### src/rtl/csa_pkg.sv
// Shared types and helpers for the carry-save adder arbiter.
package csa_pkg;

  typedef enum logic [1:0] {
    IDLE = 2'd0,
    CALC = 2'd1,
    RESP = 2'd2
  } state_t;

  function automatic int res_width(input int w);
    return w + 2;
  endfunction

  function automatic int rr_inc(input int idx, input int n);
    return (idx + 1 >= n) ? 0 : idx + 1;
  endfunction

endpackage

### src/rtl/csa_reduce4.sv
// Two-level 3:2 compression of four unsigned operands into sum/carry vectors.
module csa_reduce4
  import csa_pkg::*;
#(
  parameter int W = 4
) (
  input  logic [W-1:0]            a,
  input  logic [W-1:0]            b,
  input  logic [W-1:0]            c,
  input  logic [W-1:0]            d,
  output logic [res_width(W)-1:0] sum,
  output logic [res_width(W)-1:0] carry
);

  localparam int RW = res_width(W);

  logic [RW-1:0] xa, xb, xc, xd, s1, c1;

  always_comb begin
    xa    = RW'(a);
    xb    = RW'(b);
    xc    = RW'(c);
    xd    = RW'(d);
    s1    = xa ^ xb ^ xc;
    c1    = ((xa & xb) | (xa & xc) | (xb & xc)) << 1;
    sum   = s1 ^ c1 ^ xd;
    // total fits in RW bits, so nothing meaningful is shifted out
    carry = ((s1 & c1) | (s1 & xd) | (c1 & xd)) << 1;
  end

endmodule

### src/rtl/csa_arbiter.sv
// Round-robin arbiter sharing one registered 4-operand CSA + final adder.
module csa_arbiter
  import csa_pkg::*;
#(
  parameter int NREQ = 3,
  parameter int W    = 4,
  localparam int IDW = (NREQ > 1) ? $clog2(NREQ) : 1,
  localparam int RW  = res_width(W)
) (
  input  logic              clk,
  input  logic              rst,
  input  logic [NREQ-1:0]   req,
  input  logic [NREQ*W-1:0] op_a,
  input  logic [NREQ*W-1:0] op_b,
  input  logic [NREQ*W-1:0] op_c,
  input  logic [NREQ*W-1:0] op_d,
  output logic [NREQ-1:0]   gnt,
  output logic              busy,
  output logic              res_valid,
  input  logic              res_ready,
  output logic [RW-1:0]     res_sum,
  output logic [IDW-1:0]    res_id
);

  state_t         state, state_nx;
  logic [IDW-1:0] ptr, win;
  logic           any;
  int             idx;
  logic [W-1:0]   a_q, b_q, c_q, d_q;
  logic [RW-1:0]  csa_s, csa_c, sum_q, carry_q;

  // scan from the far end so the first hit in ptr order is written last
  always_comb begin
    win = '0;
    any = 1'b0;
    idx = 0;
    for (int k = NREQ - 1; k >= 0; k--) begin
      idx = int'(ptr) + k;
      if (idx >= NREQ) idx = idx - NREQ;
      if (req[idx[IDW-1:0]]) begin
        win = IDW'(idx);
        any = 1'b1;
      end
    end
  end

  csa_reduce4 #(.W(W)) u_reduce (
    .a     (a_q),
    .b     (b_q),
    .c     (c_q),
    .d     (d_q),
    .sum   (csa_s),
    .carry (csa_c)
  );

  always_ff @(posedge clk or posedge rst) begin
    if (rst) state <= IDLE;
    else     state <= state_nx;
  end

  always_comb begin
    state_nx = state;
    case (state)
      IDLE:    if (any) state_nx = CALC;
      CALC:    state_nx = RESP;
      RESP:    if (res_valid && res_ready) state_nx = IDLE;
      default: state_nx = IDLE;
    endcase
  end

  always_ff @(posedge clk or posedge rst) begin
    if (rst) begin
      gnt       <= '0;
      busy      <= 1'b0;
      res_valid <= 1'b0;
      res_sum   <= '0;
      res_id    <= '0;
      ptr       <= '0;
      a_q       <= '0;
      b_q       <= '0;
      c_q       <= '0;
      d_q       <= '0;
      sum_q     <= '0;
      carry_q   <= '0;
    end else begin
      gnt  <= '0;
      busy <= (state_nx != IDLE);
      case (state)
        IDLE: if (any) begin
          a_q    <= op_a[win*W +: W];
          b_q    <= op_b[win*W +: W];
          c_q    <= op_c[win*W +: W];
          d_q    <= op_d[win*W +: W];
          gnt    <= NREQ'(1) << win;
          res_id <= win;
          ptr    <= IDW'(rr_inc(int'(win), NREQ));
        end
        CALC: begin
          sum_q   <= csa_s;
          carry_q <= csa_c;
        end
        RESP: begin
          // first RESP cycle resolves the carry-propagate add
          if (!res_valid) begin
            res_sum   <= sum_q + carry_q;
            res_valid <= 1'b1;
          end else if (res_ready) begin
            res_valid <= 1'b0;
          end
        end
        default: ;
      endcase
    end
  end

endmodule
### config.mk
export PLATFORM = sky130hd
export DESIGN_NAME = csa_arbiter
export DESIGN_NICKNAME = d
export VERILOG_FILES = /design/src/rtl/csa_pkg.sv /design/src/rtl/csa_reduce4.sv /design/src/rtl/csa_arbiter.sv
export SDC_FILE = /design/constraint.sdc
export NUM_CORES = 1
export LEC_CHECK = 0
export CORE_ASPECT_RATIO = 0.75
export CORE_MARGIN = 8
export CORE_UTILIZATION = 65
export CTS_BUF_LIST = sky130_fd_sc_hd__clkbuf_2
export CTS_CLUSTER_SIZE = 20
export DETAILED_ROUTE_END_ITERATION = 6
export DONT_BUFFER_PORTS = 1
export GPL_TIMING_DRIVEN = 0
export PLACE_DENSITY = 0.81
export SYNTH_ARGS = -nofsm -noshare
export SYNTH_HDL_FRONTEND = slang
export SYNTH_SLANG_ARGS = --single-unit
### constraint.sdc
create_clock -name clk -period 2.4 [get_ports clk]
set_input_delay 0.72 -clock clk [delete_from_list [all_inputs] [get_ports clk]]
set_output_delay 0.72 -clock clk [all_outputs]
set_load 0.005 [all_outputs]
==> results.json, run 1 <==
{
  "worst_ep_required_time_ps": 2730,
  "critPathCaptureType": "register",
  "start_kind": "register",
  "die_w_um": 87.0,
  "die_h_um": 69.2,
  "grt_pass1_vias": 1882,
  "synth_seq_cells": 42,
  "io_pins": 67,
  "wl_met3_um": 434,
  "path_class": "reg2reg",
  "dp_hpwl_um": 4070,
  "cts_tree": "done",
  "yosysMostFrequentCell": "nand2_1",
  "cp_data_arrival_time_ps": 2680,
  "synthesis.area_mm2": 0.00245,
  "final_nets": 329,
  "met1Wirelength_um": 2390,
  "tightest_slew_ps": 837,
  "die-area_mm2": 0.00602,
  "grt_pass1_wl_um": 8880,
  "yosysWarnings": 0,
  "ys_top_cells_by_count": "44 x nand2_1, 42 x dfrtp_1, 20 x a21oi_1",
  "cts.clk_slew.worst_paths_ps": 230,
  "dr_wl_met2_um": 2500,
  "syn_nets": 316,
  "synth-edff-count": 0,
  "period_minus_slack_ps": 2350,
  "p_leak_uw": 0.00127,
  "ant_nets": 0,
  "crit_fanout": 10,
  "h-tree-depth": 2,
  "cts_root_buffer": "clkbuf_2",
  "n_antenna_cell": 0,
  "gp_congestion": 0.901,
  "ys_types": 40,
  "drive_gt1_share_pct": 17.0,
  "multi_input_area_mm2": 0.00131,
  "grt-ovfl-total": 0,
  "fin_skew_ps": 16.6,
  "track_usage_pct": 18.7,
  "cap_violations": 0,
  "max_slew_margin_pct": 44.1,
  "first_pass_iters": 4,
  "finalHoldViolations": 0,
  "max_freq_ghz": 0.426,
  "ys_seq_area_share_pct": 42.8,
  "grt_max_degree": 43,
  "synthToLayoutAreaGrowth_pct": 8.82,
  "syn_inst": 245,
  "irDropWorstVdd_v": 0.00102,
  "num_rows": 19,
  "cts_buffers": 5,
  "cts_sinks": 42,
  "ys.flop_type": "dfrtp_1",
  "yosysTopAreaCell": "dfrtp_1",
  "rrSetupSlack_ps": 50,
  "syn_area_per_cell_um2": 10.0,
  "dr.first_iter.drc_count": 132,
  "hold_buffers": 0,
  "period_share_pct": 97.7,
  "area.sequential_mm2": 0.00105,
  "p_total_uw": 4270,
  "drv_slew": 0,
  "final_area_mm2": 0.00267,
  "dr.max_layer_used": "met4",
  "nFillCells": 274,
  "portBuffers": 0,
  "wl_per_cell_um": 17.6,
  "async_reset_ff_share_pct": 100,
  "via_per_inst": 6.02,
  "synth.top_cell.area_share_pct": 42.8,
  "design.core.area_mm2": 0.00364,
  "grt_antenna_before_repair": 0,
  "wl_um": 5480,
  "placed_cell_area_mm2": 0.00252,
  "initial_utilization_pct": 67.5,
  "vias": 1871,
  "drc": 0,
  "max-clock-path-buffers": 2,
  "setup_violations": 0,
  "power.density_mw_per_mm2": 1600,
  "clk-insertion-delay-late_ps": 430,
  "outcome": "finished, final reports clean",
  "hold_class": "in2async",
  "synth_area_leaders": "dfrtp_1 43%, nand2_1 6.7%, fa_1 6.5%"
}
[area by class of cell]
| class | instances | share of cell area [%] |
|---|---|---|
| Tap cell | 52 | 2.44 |
| Multi-Input combinational cell | 175 | 48.9 |
| Clock inverter | 3 | 0.796 |
| Inverter | 14 | 2.15 |
| Sequential cell | 42 | 39.4 |
| Timing Repair Buffer | 6 | 1.83 |
| Buffer | 14 | 3.51 |
| Clock buffer | 5 | 0.937 |
[critical path, stage by stage (launching register included)]
cell      delay, ps
dfrtp_2         500
ha_1            220
buf_6           140
nand2b_4        160
a311oi_4        330
a22oi_4         110
buf_4           160
buf_4           130
buf_4           160
a221o_1         340
[routing by layer]
metal  GRT usage [%]  vias up
met3            7.46       15
met5               0        -
met1            24.1      905
li1                -      888
met2            27.7       63
met4            5.90        0
[cells in the final DEF, fill, tap and decap left out, drive strengths merged, types with 3 or more instances in the layout]
cell type	n
o21ai	18
nand4	10
ha	9
dfrtp	42
and3	6
a221o	10
nand2	45
nand2b	7
a21oi	22
clkbuf	13
clkinv	3
fa	8
inv	13
mux2i	8
buf	12
nor2	4
a21o	7
nor2b	4
[flip-flops by register name, indices dropped and copies added (netlist names)]
signal     flops
gnt            3
d_q            4
a_q            4
ptr            2
carry_q        4
res_sum        6
state          2
sum_q          5
b_q            4
res_valid      1
c_q            4
busy           1
res_id         2
[cell families after synthesis]
family / count (synthesis) / share of synthesized area [%]
buf+inv: 28 / 5.35
mux: 10 / 4.69
fa+ha+maj: 17 / 11.1
compound gates: 66 / 19.3
simple gates: 80 / 16.0
xor+xnor: 2 / 0.714
flops: 42 / 42.8
[report_power, final]
| part | internal, uW | switching [uW] | total (uW) | leakage [uW] |
|---|---|---|---|---|
| clock | 71.5 | 245 | 317 | 0.0000289 |
| combinational | 1200 | 1440 | 2650 | 0.000713 |
| sequential | 1050 | 258 | 1300 | 0.000526 |
[worst paths after layout]
kind                       cells after the start   endpoint  startpoint
max                                            9     b_q[0]      ptr[0]
min                                            1  res_valid         rst
max reg2reg                                    9     b_q[0]      ptr[0]
min reg2reg                                    2   sum_q[3]    sum_q[3]
max in group asynchronous                      1     ptr[0]         rst
min in group clk                               1     b_q[1]     op_b[1]
[stage by stage]
step	std cells	util, %	setup WS [ps]	TNS [ps]	hold slack, ps
2_1_floorplan	245	-	336	0	442
3_3_place_gp	297	69.3	8.48	0	463
3_5_place_dp	297	69.3	-12.5	-19.8	471
4_1_cts	305	70.7	0.530	0	333
5_1_grt	311	73.4	-24.8	-94.7	344
6_report	311	73.4	54.2	0	292
[timing repair]
item | CTS | global route
cloned | 0 | 1
setup endpoints to repair | 11 | 18
buffers inserted | 0 | 5
pin swaps | 0 | 6
resized for setup | 2 | 20
(Power assumes the default switching activity.)
==> inputs of run 2 (changes only) <==
Settings changed: PLACE_DENSITY 0.81 to 0.91.
==> results.json, run 2 (synthesized netlist as in run 1, its figures left out) <==
{
  "start_kind": "register",
  "h-tree-depth": 2,
  "design.core.area_mm2": 0.00364,
  "vias": 1856,
  "max-clock-path-buffers": 2,
  "hold_buffers": 0,
  "p_leak_uw": 0.00125,
  "die-area_mm2": 0.00602,
  "n_antenna_cell": 0,
  "hold_ws_ps": 352,
  "track_usage_pct": 18.6,
  "rr_endpoint": "c_q[2]",
  "grt-ovfl-total": 0,
  "layout_common_cells": "43 x nand2_1, 42 x dfrtp_1, 20 x a21oi_1",
  "critPathCaptureType": "register",
  "clk-insertion-delay-late_ps": 390,
  "r2r_start": "ptr[1]",
  "outcome": "finished, final reports clean",
  "layout_commonest_cell": "nand2_1",
  "grt_pass1_vias": 1920,
  "via_per_inst": 6.03,
  "cts_sinks": 42,
  "cts_tree": "done",
  "cts.clk_slew.worst_paths_ps": 210,
  "grt_pass1_wl_um": 8930,
  "cts_buffers": 5,
  "area.sequential_mm2": 0.00105,
  "dp_hpwl_um": 4240,
  "path_class": "reg2reg",
  "worst_ep_required_time_ps": 2690,
  "drive_gt1_share_pct": 14.5,
  "tightest_slew_ps": 850,
  "post-route-util_pct": 71.4,
  "wl_um": 5430,
  "initial_utilization_pct": 67.5,
  "rrSetupSlack_ps": 90,
  "max_freq_ghz": 0.432,
  "power.density_mw_per_mm2": 1570,
  "cts_root_buffer": "clkbuf_2",
  "io_pins": 67,
  "crit_fanout": 10,
  "cap_violations": 0,
  "fin_skew_ps": 18.3,
  "die_h_um": 69.2,
  "period_share_pct": 96.4,
  "gp_congestion": 0.808,
  "grt_antenna_before_repair": 0,
  "first_pass_iters": 4,
  "finalHoldViolations": 0,
  "wl_per_cell_um": 17.6,
  "drc": 0,
  "nFillCells": 279,
  "top_register": "res_sum",
  "num_rows": 19,
  "rsz0062_at_grt": "yes",
  "max_slew_margin_pct": 43.3,
  "portBuffers": 0,
  "irDropWorstVdd_v": 0.00115,
  "dr.first_iter.drc_count": 90,
  "grt_max_degree": 43,
  "cp_data_arrival_time_ps": 2600,
  "largestRegisters": "res_sum x6, sum_q x5",
  "period_minus_slack_ps": 2310,
  "rr_worst_depth": 11,
  "largest_reg_flops": 6,
  "die_w_um": 87.0,
  "setup_violations": 0,
  "synthToLayoutAreaGrowth_pct": 5.86,
  "multi_input_area_mm2": 0.00128,
  "drv_slew": 0,
  "finalSetupTns_ps": 0,
  "crit_start": "ptr[1]",
  "hold_class": "in2async",
  "ant_nets": 0,
  "final_nets": 326
}
run 2: worst max path at each step:
stage               endpoint  slack [ps]
global placement      c_q[1]          50
floorplan             a_q[0]         340
global route          b_q[2]         -30
CTS                   b_q[0]          20
detailed placement    c_q[1]         -30
finish                c_q[2]          90
run 2: cell type report:
| type | instances | share of cell area, % |
|---|---|---|
| sequential | 42 | 40.4 |
| timing repair buffer | 3 | 0.867 |
| tap | 52 | 2.50 |
| clock buffer | 6 | 1.16 |
| multi-input combinational | 175 | 49.4 |
| inverter | 14 | 2.21 |
| buffer | 14 | 3.13 |
| clock inverter | 2 | 0.337 |
run 2: stage by stage:
stage	worst slack [ps]	instance area [um2]	cells	power [uW]
2_1_floorplan	336	2450	245	3170
3_3_place_gp	48.4	2520	297	3600
3_5_place_dp	-34.5	2520	297	3730
4_1_cts	15.6	2560	305	4030
5_1_grt	-27.0	2600	308	4490
6_report	85.9	2600	308	4090
run 2: worst max-delay path: stages, from the launching register on:
cell      delay [ps]
dfrtp_1          460
inv_2             90
ha_1             150
buf_6            140
mux2i_4          250
o21ai_2          110
a22oi_4          280
clkinv_4         140
nand2_8          120
a21oi_4           40
buf_6            150
a221o_1          280
run 2: timing repair:
item / in CTS / in global routing
setup endpoints to repair: 9 / 19
resized for setup: 2 / 9
pin swaps: 0 / 2
buffers inserted: 0 / 3
run 2: per-layer routing:
layer / vias to the layer above / wire length (um) / GRT usage (%)
li1: 884 / - / -
met1: 885 / 2420 / 23.7
met2: 85 / 2510 / 28.6
met3: 2 / 471 / 7.81
met4: 0 / 23 / 4.38
met5: - / 0 / 0
run 2: power breakdown:
| part | leakage [uW] | internal (uW) | switching, uW |
|---|---|---|---|
| logic | 0.000688 | 1090 | 1430 |
| registers | 0.000527 | 1050 | 239 |
| clock network | 0.0000304 | 71.8 | 214 |
